<file path="src/rtl/avr_io_pkg.sv">
// Shared definitions for the AVR I/O-mapped peripherals: register offsets and limits
// for the interrupt controller.
package avr_io_pkg;
    localparam logic [1:0] IRQ_PEND = 2'd0;
    localparam logic [1:0] IRQ_MASK = 2'd1;
    localparam logic [1:0] IRQ_MODE = 2'd2;
    localparam logic [1:0] IRQ_STAT = 2'd3;
    localparam int         MAX_IRQ  = 8;
endpackage

</file>
<file path="src/rtl/avr_io_irqctl_line.sv">
// Per-channel conditioning: optional 2-flop synchroniser, sampling and edge-history
// flops, and the pending latch for edge-mode channels.
module irq_line_cond #(
    parameter int SYNC = 0
) (
    input  logic clk,
    input  logic rst_n,
    input  logic irq,
    input  logic mode,
    input  logic clr,
    output logic active,
    output logic pend
);
    logic sync_out_s;
    logic samp_r;
    logic prev_r;
    logic pend_r;
    logic rise_s;

    generate
        if (SYNC != 0) begin : g_sync
            logic [1:0] sync_r;
            // Two-stage metastability filter for lines from other clock domains
            always_ff @(posedge clk or negedge rst_n) begin
                if (!rst_n) begin
                    sync_r <= 2'b00;
                end else begin
                    sync_r <= {sync_r[0], irq};
                end
            end
            assign sync_out_s = sync_r[1];
        end else begin : g_nosync
            assign sync_out_s = irq;
        end
    endgenerate

    assign rise_s = samp_r & ~prev_r;

    // Sample the line, remember its previous value, and latch edge events (set beats clear)
    always_ff @(posedge clk or negedge rst_n) begin
        if (!rst_n) begin
            samp_r <= 1'b0;
            prev_r <= 1'b0;
            pend_r <= 1'b0;
        end else begin
            samp_r <= sync_out_s;
            prev_r <= samp_r;
            // Leaving edge mode drops the latch; level channels never hold pending state
            pend_r <= mode & (rise_s | (pend_r & ~clr));
        end
    end

    // An edge detected this cycle already counts, so the request is not delayed by the latch
    assign active = mode ? (pend_r | rise_s) : samp_r;
    assign pend   = pend_r;
endmodule

</file>
<file path="src/rtl/avr_io_irqctl.sv">
// Interrupt controller for the AVR core: 4-register I/O peripheral, fixed-priority
// scan (bit 0 highest) and registered iflag/ivect toward the core.
module avr_io_irqctl
    import avr_io_pkg::*;
#(
    parameter int N_IRQ = 4,
    parameter int VEC_W = 2,
    parameter int SYNC  = 0
) (
    input  logic             clk,
    input  logic             rst_n,
    input  logic             io_re,
    input  logic             io_we,
    input  logic [1:0]       io_a,
    output logic [7:0]       io_di,
    input  logic [7:0]       io_do,
    input  logic [N_IRQ-1:0] irq,
    input  logic             ack,
    input  logic [VEC_W-1:0] ack_vec,
    output logic             iflag,
    output logic [VEC_W-1:0] ivect
);
    logic [N_IRQ-1:0] mask_r;
    logic [N_IRQ-1:0] mode_r;
    logic [N_IRQ-1:0] clr_s;
    logic [N_IRQ-1:0] active_s;
    logic [N_IRQ-1:0] pend_s;
    logic [N_IRQ-1:0] req_s;
    logic [N_IRQ-1:0] pend_view_s;
    logic [VEC_W-1:0] ivect_s;
    logic [7:0]       rd_s;
    logic             wr_pend_s;
    logic             unused_s;

    assign wr_pend_s = io_we && (io_a == IRQ_PEND);
    assign unused_s  = &{1'b0, io_do};

    // Clear requests: W1C on PEND, or ack naming this channel (out-of-range vectors match nothing)
    always_comb begin
        clr_s = {N_IRQ{1'b0}};
        for (int i = 0; i < N_IRQ; i++) begin
            clr_s[i] = (wr_pend_s & io_do[i]) | (ack & (ack_vec == VEC_W'(i)));
        end
    end

    generate
        for (genvar g = 0; g < N_IRQ; g++) begin : g_line
            irq_line_cond #(.SYNC(SYNC)) u_line (
                .clk    (clk),
                .rst_n  (rst_n),
                .irq    (irq[g]),
                .mode   (mode_r[g]),
                .clr    (clr_s[g]),
                .active (active_s[g]),
                .pend   (pend_s[g])
            );
        end
    endgenerate

    assign req_s       = active_s & mask_r;
    assign pend_view_s = (mode_r & pend_s) | (~mode_r & active_s);

    // Priority scan: walk downward so the lowest requesting index is the last to win
    always_comb begin
        ivect_s = {VEC_W{1'b0}};
        for (int i = N_IRQ - 1; i >= 0; i--) begin
            if (req_s[i]) begin
                ivect_s = VEC_W'(i);
            end else begin
                ivect_s = ivect_s;
            end
        end
    end

    // Control registers and the registered request presented to the core
    always_ff @(posedge clk or negedge rst_n) begin
        if (!rst_n) begin
            mask_r <= {N_IRQ{1'b0}};
            mode_r <= {N_IRQ{1'b0}};
            iflag  <= 1'b0;
            ivect  <= {VEC_W{1'b0}};
        end else begin
            if (io_we && (io_a == IRQ_MASK)) begin
                mask_r <= io_do[N_IRQ-1:0];
            end
            if (io_we && (io_a == IRQ_MODE)) begin
                mode_r <= io_do[N_IRQ-1:0];
            end
            iflag <= |req_s;
            ivect <= ivect_s;
        end
    end

    // Read mux: combinational and zero when not selected, since io_di sits on a wired-OR bus
    always_comb begin
        rd_s = 8'h00;
        if (io_re) begin
            case (io_a)
                IRQ_PEND: rd_s = 8'(pend_view_s);
                IRQ_MASK: rd_s = 8'(mask_r);
                IRQ_MODE: rd_s = 8'(mode_r);
                IRQ_STAT: rd_s = {iflag, {(7 - VEC_W){1'b0}}, ivect};
                default:  rd_s = 8'h00;
            endcase
        end else begin
            rd_s = 8'h00;
        end
    end

    assign io_di = rd_s;
endmodule

</file>
<file path="config.mk">
export PLATFORM = sky130hd
export DESIGN_NAME = avr_io_irqctl
export DESIGN_NICKNAME = d
export VERILOG_FILES = /design/src/rtl/avr_io_pkg.sv /design/src/rtl/avr_io_irqctl_line.sv /design/src/rtl/avr_io_irqctl.sv
export SDC_FILE = /design/constraint.sdc
export NUM_CORES = 1
export LEC_CHECK = 0
export ABC_AREA = 0
export BUFFER_PORTS_ARGS = -buffer_cell sky130_fd_sc_hd__buf_2
export CORE_MARGIN = 2
export CORE_UTILIZATION = 35
export CTS_CLUSTER_SIZE = 25
export DETAILED_ROUTE_END_ITERATION = 10
export HOLD_SLACK_MARGIN = 0.08
export SYNTH_ARGS = -nofsm -noshare
export SYNTH_HDL_FRONTEND = slang
export SYNTH_SLANG_ARGS = --single-unit
</file>
<file path="constraint.sdc">
create_clock -name clk -period 2.76 [get_ports clk]
set_input_delay 0.138 -clock clk [delete_from_list [all_inputs] [get_ports clk]]
set_output_delay 0.138 -clock clk [all_outputs]
set_load 0.02 [all_outputs]
</file>
==> results of run 1 <==
[power breakdown]
group / total (W) / internal, W / switching [W]
clock network: 0.000155 / 0.0000541 / 0.000101
logic: 0.000183 / 0.0000882 / 0.0000951
registers: 0.000423 / 0.000384 / 0.0000393
[area by class of cell]
cell class / instances / area, um^2 / share of cell area, %
clock buffer: 3 / 22.5 / 1.67
clock inverter: 1 / 5.00 / 0.372
inverter: 4 / 15.0 / 1.12
multi-input combinational: 69 / 475 / 35.3
sequential: 23 / 576 / 42.8
tap: 33 / 41.3 / 3.07
timing repair buffer: 33 / 210 / 15.6
[worst max-delay path by stage]
stage	endpoint	cells past startpoint
2_1_floorplan	io_di[0]	3
3_3_place_gp	io_di[0]	4
3_5_place_dp	io_di[0]	4
4_1_cts	io_di[0]	4
5_1_grt	io_di[0]	4
6_report	io_di[0]	4
[kinds of logic after synthesis]
logic type | Yosys count
flops | 23
simple gates | 32
buf+inv | 9
mux | 11
other cells | 1
compound gates | 23
[per-layer routing]
layer  GRT usage [%]  vias to the layer above  wire length [um]
li1                -                      418                 -
met3            2.60                        2               130
met1            20.0                      408              1080
met5               0                        -                 0
met2            21.7                       29              1070
met4            6.67                        0                24
[registers in the layout, summed over array words and instances (netlist names)]
register,flops
iflag,1
mode_r,4
mask_r,4
g_line.u_line.prev_r,4
g_line.u_line.samp_r,4
ivect,2
g_line.u_line.pend,4
[metrics by stage]
stage	std cells	cell area [um^2]
after floorplan	101	1100
after global placement	153	1230
after detailed placement	153	1230
after CTS	163	1320
after global routing	166	1350
final	166	1350
[critical path, delay by kind of cell, from the launching register on]
family / cells / cell delay, ns
flip-flops: 1 / 0.44
AND/OR/NAND/NOR: 1 / 0.16
multiplexers: 2 / 0.79
buffers and inverters: 1 / 0.15
[timing repair]
item	in CTS	in global routing
endpoints found under the setup margin	0	0
resized for setup	0	0
hold endpoints to repair	29	5
hold buffers	6	3
[cells in the final DEF (no fill, tap or decap), drive strengths merged, types with 3 or more instances in the layout]
master,count
nand2,8
conb,3
dfrtp,23
and2,3
inv,4
a21boi,5
nand2b,3
nor2,3
mux2,9
nor2b,4
dlygate4sd3,9
buf,24
clkbuf,3
a21oi,3
o21ai,5
==> reports/qor.txt, run 1 <==
crit path time final: 1.98 ns
crit-path cells: mux2_1 -> mux4_2 -> and2_1 -> buf_2
gr ovfl total: 0
MaxCap Viol Count: 0
P&R area growth vs syn: 23.4%
startpoint type of the worst setup path: flip-flop
r2r endpoint: ivect[0]
remaining routing DRC violations: 0
post-synthesis simple-gate area fraction: 16.1%
Overall Power: 0.000762 W
RSZ-0062 raised after global routing: false
largest family of logic cells by synthesized area: simple AND/OR/NAND/NOR gates
Worst Hold End: g_line[3].u_line.pend
number of global-route vias before repair: 787
final hold violation count: 0
final setup fails: 0
drt wl/cell: 13.8 um
#FFs+latches synth: 23
synth warn: 0
clk sinks: 23
ratio of cells with drive above 1 in the final layout: 28.6%
Rows: 20
Slew Limit Headroom: 59.0%
largest net degree at the start of global routing: 24
P_leak: 0.625 nW
fillcell total: 294
worst min-delay path category: in2reg
Post-synth EDFFs: 0
Routed WL: 2300 um
XOR/XNOR share of the synthesized area: 0%
worst r2r path cells: 4
Finished Core Util: 44.8%
clk_lat worst skew: 0.31 ns
Post-CTS Setup Bufs: 0
I/O Buffers: 24
Crit path required time: 2.62 ns
Slew Limit Fails: 0
Fmax: 506 MHz
first-pass GRT wire length: 3730 um
DPL Wire Length: 1640 um
clock skew: 0.00867 ns
cell area after synthesis: 1090 um^2
worst reg2reg setup slack: 1.48 ns
setup ws final: 0.784 ns
ANT cells: 0
fraction of synthesized area in multiplexers: 12.3%
Ports: 32
Syn Inst Count: 99
critical path endpoint category: output port
Post-Place Setup Slack: 1.13 ns
Post-synth top cells: 23 x dfrtp_1, 8 x mux2_2, 8 x nand2_1
CP startpoint: mode_r[0]
critical path class: reg2out
Initial DRC Count: 28
cell taking the most area after synthesis: dfrtp_1
H-tree levels: 1
First-pass DRT Iterations: 4
routability cong.: 0.743
Antenna Nets Post-Route: 0
Mean Syn Cell Area: 11.0 um^2
Synth Flop Type: dfrtp_1
Vias: 857
core area: 3000 um^2
Die Ht: 59.8 um
master of the slowest instance on the critical path: mux4_2
Initial Util: 36.3%
Slowest Stage Delay on Critical Path: 0.45 ns
Post-Route Setup TNS: 0 ns
Reg clk slew, reported paths: 0.12 ns
antenna violations before repair: 0
final worst path period share: 71.6%
vias per std cell: 5.16
ys async rst share: 100%
Nets: 155
Num CTS Buffers: 3
Die X: 59.8 um
Compound-Gate Fraction of Synth Area: 14.2%
Tot GR Track Use: 14.4%
Synth cell types: 34
Fin Hold WS: 0.238 ns
Synth top area share: 52.8%
adder-cell share of the synthesized area: 0%
Arrival @ worst endpoint: 1.84 ns
PwrDens: 566 nW/um^2
die area: 3580 um^2
Worst VDD drop: 288 uV
status: complete, no violations
root buffer cell: clkbuf_4
reg2reg start: mode_r[2]
post-synthesis sequential area ratio: 52.8%
Synth area leaders: dfrtp_1 53%, mux2_2 8.3%, a21boi_0 3.4%
most numerous cell in the Yosys netlist: dfrtp_1
hold depth: 4
Slew @ Worst Pin: 0.614 ns
Longest Clk Path Bufs: 2
Crit Path Max Fanout: 6
Hold Path Origin: ack_vec[1]
CTS tree: yes
Power figures use the tool's default switching activity.
==> run 2, diff against run 1 <==
ABC_AREA = 1   (was 0)
clock period = 1.86 ns   (was 2.76 ns; I/O delays follow)
==> reports/qor.txt, run 2 <==
Mean Syn Cell Area: 8.23 um^2 (-25%)
Synth top area share: 50.3% (-2.5 points)
I/O Buffers: 24 (unchanged)
final setup fails: 0 (unchanged)
remaining routing DRC violations: 0 (unchanged)
startpoint type of the worst setup path: flip-flop
RSZ-0062 raised after global routing: false
root buffer cell: clkbuf_4
routability cong.: 0.818 (+10%)
area of the multi-input gates: 439 um^2 (-7.6%)
Most Used Layer, Global Route: met2
commonest cells after routing, fill and taps aside: 32 x nand2_1, 24 x buf_2, 23 x dfrtp_1
most numerous cell in the Yosys netlist: nand2_1
H-tree levels: 1 (unchanged)
CTS tree: yes
#FFs+latches synth: 23 (unchanged)
worst min-delay path category: in2reg
first-pass GRT wire length: 4130 um (+11%)
Most common cell on crit path: nand2_1
Tot GR Track Use: 15.1% (+0.67 points)
met1 Use GR: 20.5% (+0.43 points)
GR Util met3: 2.10% (-0.50 points)
vias per std cell: 4.47 (-13%)
reg2reg start: mode_r[2]
MaxCap Viol Count: 0 (unchanged)
fillcell total: 329 (+12%)
Slew Limit Headroom: 65.0% (+6.0 points)
P_leak: 0.739 nW (+18%)
master of the slowest instance on the critical path: dfrtp_1
antenna violations before repair: 0 (unchanged)
Slowest Stage Delay on Critical Path: 0.39 ns (-0.06 ns)
Antenna Nets Post-Route: 0 (unchanged)
clk_lat worst skew: 0.31 ns (about the same)
Post-synth top cells: 32 x nand2_1, 23 x dfrtp_1, 19 x inv_1
post-cts gate resize count: 0 (unchanged)
Finished Core Util: 45.5% (+0.74 points)
grt met2 use: 24.6% (+2.9 points)
Synth cell types: 22 (-35%)
Post-Route Setup TNS: 0 ns (unchanged)
clock skew: 0.00994 ns (+0.00128 ns)
cell taking the most area after synthesis: dfrtp_1
status: complete, no violations
crit-path cells: inv_1 -> nand2_1 -> o21ai_2 -> nand2_1 -> nand2_1 -> a31oi_1 -> buf_2
largest net degree at the start of global routing: 24 (unchanged)
drt wl/cell: 11.1 um (-20%)
cell area after synthesis: 1140 um^2 (+4.9%)
Post-Place Setup Slack: 0.761 ns (-0.370 ns)
die area: 3740 um^2 (+4.6%)
Syn Inst Count: 139 (+40%)
leading cell type in the layout, fill and taps excluded: nand2_1
Vias: 970 (+13%)
ys async rst share: 100% (unchanged)
Synth area leaders: dfrtp_1 50%, nand2_1 11%, nand3_1 7.4%
Slew @ Worst Pin: 0.525 ns (-0.0890 ns)
First-pass DRT Iterations: 4 (unchanged)
Slew Limit Fails: 0 (unchanged)
Ports: 32 (unchanged)
gr ovfl total: 0 (unchanged)
Initial DRC Count: 32 (+14%)
Post-synth EDFFs: 0 (unchanged)
Routed WL: 2400 um (+4.4%)
Crit path required time: 1.77 ns (-0.85 ns)
Reg clk slew, reported paths: 0.13 ns (about the same)
Hold Path Origin: ack_vec[1]
Crit Path Max Fanout: 3 (-3)
critical path endpoint category: output port
Synth Flop Type: dfrtp_1
final worst path period share: 78.4%
synth warn: 0 (unchanged)
Longest Clk Path Bufs: 2 (unchanged)
Initial Util: 37.2% (+0.86 points)
Nets: 195 (+26%)
ANT cells: 0 (unchanged)
PwrDens: 790 nW/um^2 (+40%)
number of global-route vias before repair: 918 (+17%)
ratio of cells with drive above 1 in the final layout: 23.1% (-5.5 points)
Rows: 20 (unchanged)
P&R area growth vs syn: 22.5%
critical path class: reg2out
Worst VDD drop: 324 uV (+13%)
post-synthesis sequential area ratio: 50.3% (-2.5 points)
Num CTS Buffers: 3 (unchanged)
Fmax: 685 MHz
Arrival @ worst endpoint: 1.37 ns (-0.47 ns)
register area: 576 um^2 (unchanged)
Die Ht: 61.2 um (+2.3%)
setup ws final: 0.401 ns (-0.383 ns)
Post-CTS Setup Bufs: 0 (unchanged)
Die X: 61.2 um (+2.3%)
core area: 3080 um^2 (+2.5%)
DPL Wire Length: 1860 um (+13%)
CP startpoint: mode_r[0]
clk sinks: 23 (unchanged)
crit path time final: 1.46 ns
Post-Layout Inst Area: 1400 um^2 (+4.2%)
final hold violation count: 0 (unchanged)
dpl cell area: 1280 um^2 (+4.7%)
==> run 2: cell count changes in the layout (fill, tap and decap cells not counted), sizes merged, moves of 4 or more <==
cell,before,now
a21boi,5,0
a21oi,3,11
inv,4,24
mux2,9,0
nand2,8,34
nand3,2,18
nor2b,4,0
o21ai,5,13
==> run 2: layer usage <==
| metal | share of wire, % | vias to the layer above |
|---|---|---|
| met5 | 0 | - |
| met4 | 0.71 | 0 |
| met3 | 4.6 | 2 |
| met2 | 47 | 30 |
| met1 | 48 | 437 |
| li1 | - | 501 |
==> run 2: what timing repair did <==
action                                  CTS  global route
hold buffers                              9             0
endpoints found under the hold margin    39             0
endpoints found under the setup margin    0             0
==> run 2: cells by family (layout without fill, tap and decap cells) <==
family	count (synthesis)	count (layout)	synth area share [%]
other	1	3	0.328
buffers and inverters	29	61	11.9
AND/OR/NAND/NOR	61	61	25.7
AO/OA/AOI/OAI	25	25	11.7
flip-flops	23	23	50.3
==> run 2: critical path, delay by kind of cell, from the launching register on <==
| kind | cells | cell delay [ns] |
|---|---|---|
| buffers and inverters | 2 | 0.27 |
| flip-flops | 1 | 0.39 |
| AO/OA/AOI/OAI | 2 | 0.21 |
| AND/OR/NAND/NOR | 3 | 0.17 |
==> run 2: report_power, final <==
part | switching [W] | internal [W]
combinational | 0.000173 | 0.000105
clock | 0.000146 | 0.0000836
sequential | 0.0000405 | 0.000560
==> run 2: worst paths after layout <==
path | endpoint | slack (ns) | depth (start not counted)
worst max-delay path | io_di[0] | 0.40 | 7
worst min-delay path | g_line[3].u_line.pend | 0.12 | 4
worst max register to register | iflag | 0.76 | 5
worst min register to register | g_line[1].u_line.prev_r | 0.39 | 0
max in group asynchronous | iflag | 1.23 | 2
min in group asynchronous | g_line[3].u_line.samp_r | 0.27 | 2
==> run 2: area by class of cell <==
type	instances	share of cell area, %
inverters	24	6.79
flip-flops and latches	23	41.1
well taps	44	3.93
multi-input cells	89	31.3
clock buffers	4	1.88
repair buffers	33	15.0
==> run 2: through the flow <==
stage	cells	hold slack [ns]	total power (W)
2_1_floorplan	141	-0.203	0.000789
3_3_place_gp	204	0.0870	0.000865
3_5_place_dp	204	0.0997	0.000875
4_1_cts	217	0.114	0.00112
5_1_grt	217	0.150	0.00119
6_report	217	0.120	0.00111
==> run 3, diff against run 2 <==
clock period = 1.4 ns   (was 1.86 ns; I/O delays follow)
==> reports/qor.txt, run 3 (synthesis results as in run 2) <==
clk sinks: 23 (unchanged)
core area: 3080 um^2 (unchanged)
final setup fails: 0 (unchanged)
sequential share of power: 52.8% (-1.4 points)
Nets: 198 (+1.5%)
P&R area growth vs syn: 26.4%
first-pass GRT wire length: 4100 um (-0.68%)
clock skew: 0.000955 ns (-0.00899 ns)
Tot GR Track Use: 14.8% (-0.24 points)
P_leak: 0.756 nW (+2.4%)
hold depth: 4 (unchanged)
root buffer cell: clkbuf_4
die area: 3740 um^2 (unchanged)
Slew @ Worst Pin: 0.507 ns (-0.0180 ns)
First-pass DRT Iterations: 4 (unchanged)
Slowest Stage Delay on Critical Path: 0.42 ns (+0.03 ns)
worst path buffer plus inverter count: 1 (-1)
H-tree levels: 1 (unchanged)
Die X: 61.2 um (unchanged)
Switching Share: 32.7% (+0.25 points)
number of global-route vias before repair: 948 (+3.3%)
CP startpoint: g_line[2].u_line.samp_r
startpoint type of the worst setup path: flip-flop
ANT cells: 0 (unchanged)
ratio of cells with drive above 1 in the final layout: 27.8% (+4.7 points)
DPL Wire Length: 1820 um (-2.1%)
antenna violations before repair: 0 (unchanged)
Initial Util: 37.2% (unchanged)
Crit path required time: 1.33 ns (-0.44 ns)
Slew Limit Fails: 0 (unchanged)
Rows: 20 (unchanged)
r2r endpoint: iflag
Clk pwr share: 20.3% (-0.5 points)
remaining routing DRC violations: 0 (unchanged)
worst r2r path cells: 5 (unchanged)
Reg clk slew, reported paths: 0.13 ns (about the same)
Initial DRC Count: 31 (-3.1%)
Post-Layout Inst Area: 1450 um^2 (+3.1%)
Hold Path Origin: ack_vec[1]
clk_lat worst skew: 0.30 ns (about the same)
combinational share of power: 26.9% (+1.8 points)
grt met2 use: 24.0% (-0.61 points)
Worst VDD drop: 461 uV (+42%)
drt wl/cell: 10.7 um (-3.3%)
Die Ht: 61.2 um (unchanged)
I/O Buffers: 24 (unchanged)
critical path endpoint category: output port
commonest cells after routing, fill and taps aside: 31 x nand2_1, 23 x dfrtp_1, 20 x buf_2
gr ovfl total: 0 (unchanged)
CTS tree: yes
MaxCap Viol Count: 0 (unchanged)
largest net degree at the start of global routing: 24 (unchanged)
final worst path period share: 98.6%
Finished Core Util: 47.0% (+1.4 points)
Overall Power: 0.00151 W (+36%)
Most Used Layer, Global Route: met2
final hold violation count: 0 (unchanged)
dpl cell area: 1280 um^2 (unchanged)
GR Util met3: 2.10% (unchanged)
Fmax: 724 MHz
crit path time final: 1.38 ns
Internal: 0.00101 W (+36%)
status: complete, no violations
master of the slowest instance on the critical path: dfrtp_1
RSZ-0062 raised after global routing: true
routability cong.: 0.819 (+0.15%)
Antenna Nets Post-Route: 0 (unchanged)
area of the multi-input gates: 449 um^2 (+2.3%)
worst reg2reg setup slack: 0.31 ns (-0.45 ns)
Ports: 32 (unchanged)
Arrival @ worst endpoint: 1.31 ns (-0.06 ns)
met1 Use GR: 20.2% (-0.21 points)
register area: 576 um^2 (unchanged)
crit-path cells: or2_1 -> a21oi_2 -> nor3_1 -> buf_4
vias per std cell: 4.43 (-0.96%)
Slew Limit Headroom: 66.2% (+1.2 points)
leading cell type in the layout, fill and taps excluded: nand2_1
reg2reg start: g_line[2].u_line.samp_r
Post-Route Setup TNS: 0 ns (unchanged)
PwrDens: 1040 nW/um^2 (+32%)
Top delay family on crit path: flip-flops
Longest Clk Path Bufs: 2 (unchanged)
Net Sw Power: 0.000493 W (+37%)
Vias: 974 (+0.41%)
worst min-delay path category: in2reg
Crit Path Max Fanout: 3 (unchanged)
critical path class: reg2out
Routed WL: 2350 um (-2.0%)
Worst Hold End: g_line[3].u_line.pend
fillcell total: 314 (-4.6%)
Num CTS Buffers: 3 (unchanged)
run 3: changes by cell type in the layout (fill, tap and decap cells not counted), sizes merged:
cell    before  now
buf         24   27
clkbuf       4    3
clkinv       0    1
run 3: layout make-up:
cell class,instances,area share (%)
inverters,24,6.58
well taps,44,3.81
flip-flops and latches,23,39.8
multi-input cells,89,31.1
repair buffers,36,16.8
clock inverters,1,0.346
clock buffers,3,1.56
run 3: power groups by stage:
stage	clock network, W	registers [W]	logic [W]
2_1_floorplan	0	0.000827	0.000222
3_3_place_gp	0	0.000806	0.000343
3_5_place_dp	0	0.000811	0.000352
4_1_cts	0.000318	0.000795	0.000400
5_1_grt	0.000346	0.000807	0.000457
6_report	0.000306	0.000796	0.000405
run 3: timing repair:
action                                 4_1_cts  5_1_grt
setup buffers                                3        0
endpoints found under the hold margin       39        0
gates resized for setup                      3        6
setup endpoints to repair                    3        4
hold buffers                                 9        0
run 3: per-stage QoR:
stage | setup WS [ns] | instances | hold slack (ns)
after floorplan | 0.292 | 141 | -0.226
after global placement | 0.319 | 204 | 0.0640
after detailed placement | 0.325 | 204 | 0.0824
after CTS | 0.00347 | 220 | 0.0867
after global routing | -0.0631 | 220 | 0.129
final | 0.0195 | 220 | 0.0880
run 3: per-layer routing:
layer,part of all wire [%],routed length [um],vias to the layer above
met5,0,0,-
met4,0.72,17,0
met3,4.3,102,2
met2,46,1080,21
met1,49,1150,448
li1,-,-,503
run 3: worst max-delay path by stage:
stage                          end  slack, ns  cells past startpoint
final                     io_di[2]       0.02                      4
after global routing      io_di[0]      -0.06                      7
after CTS                 io_di[2]      0.003                      4
after detailed placement     iflag       0.32                      5
after global placement    io_di[0]       0.32                      7
after floorplan           io_di[2]       0.29                      4
run 3: worst reg2reg max path: stages (launching register included):
cell and delay, ns:
dfrtp_1 0.42, or2_1 0.26, nand3_1 0.11, nand2_1 0.06, inv_1 0.07, nand3_1 0.08
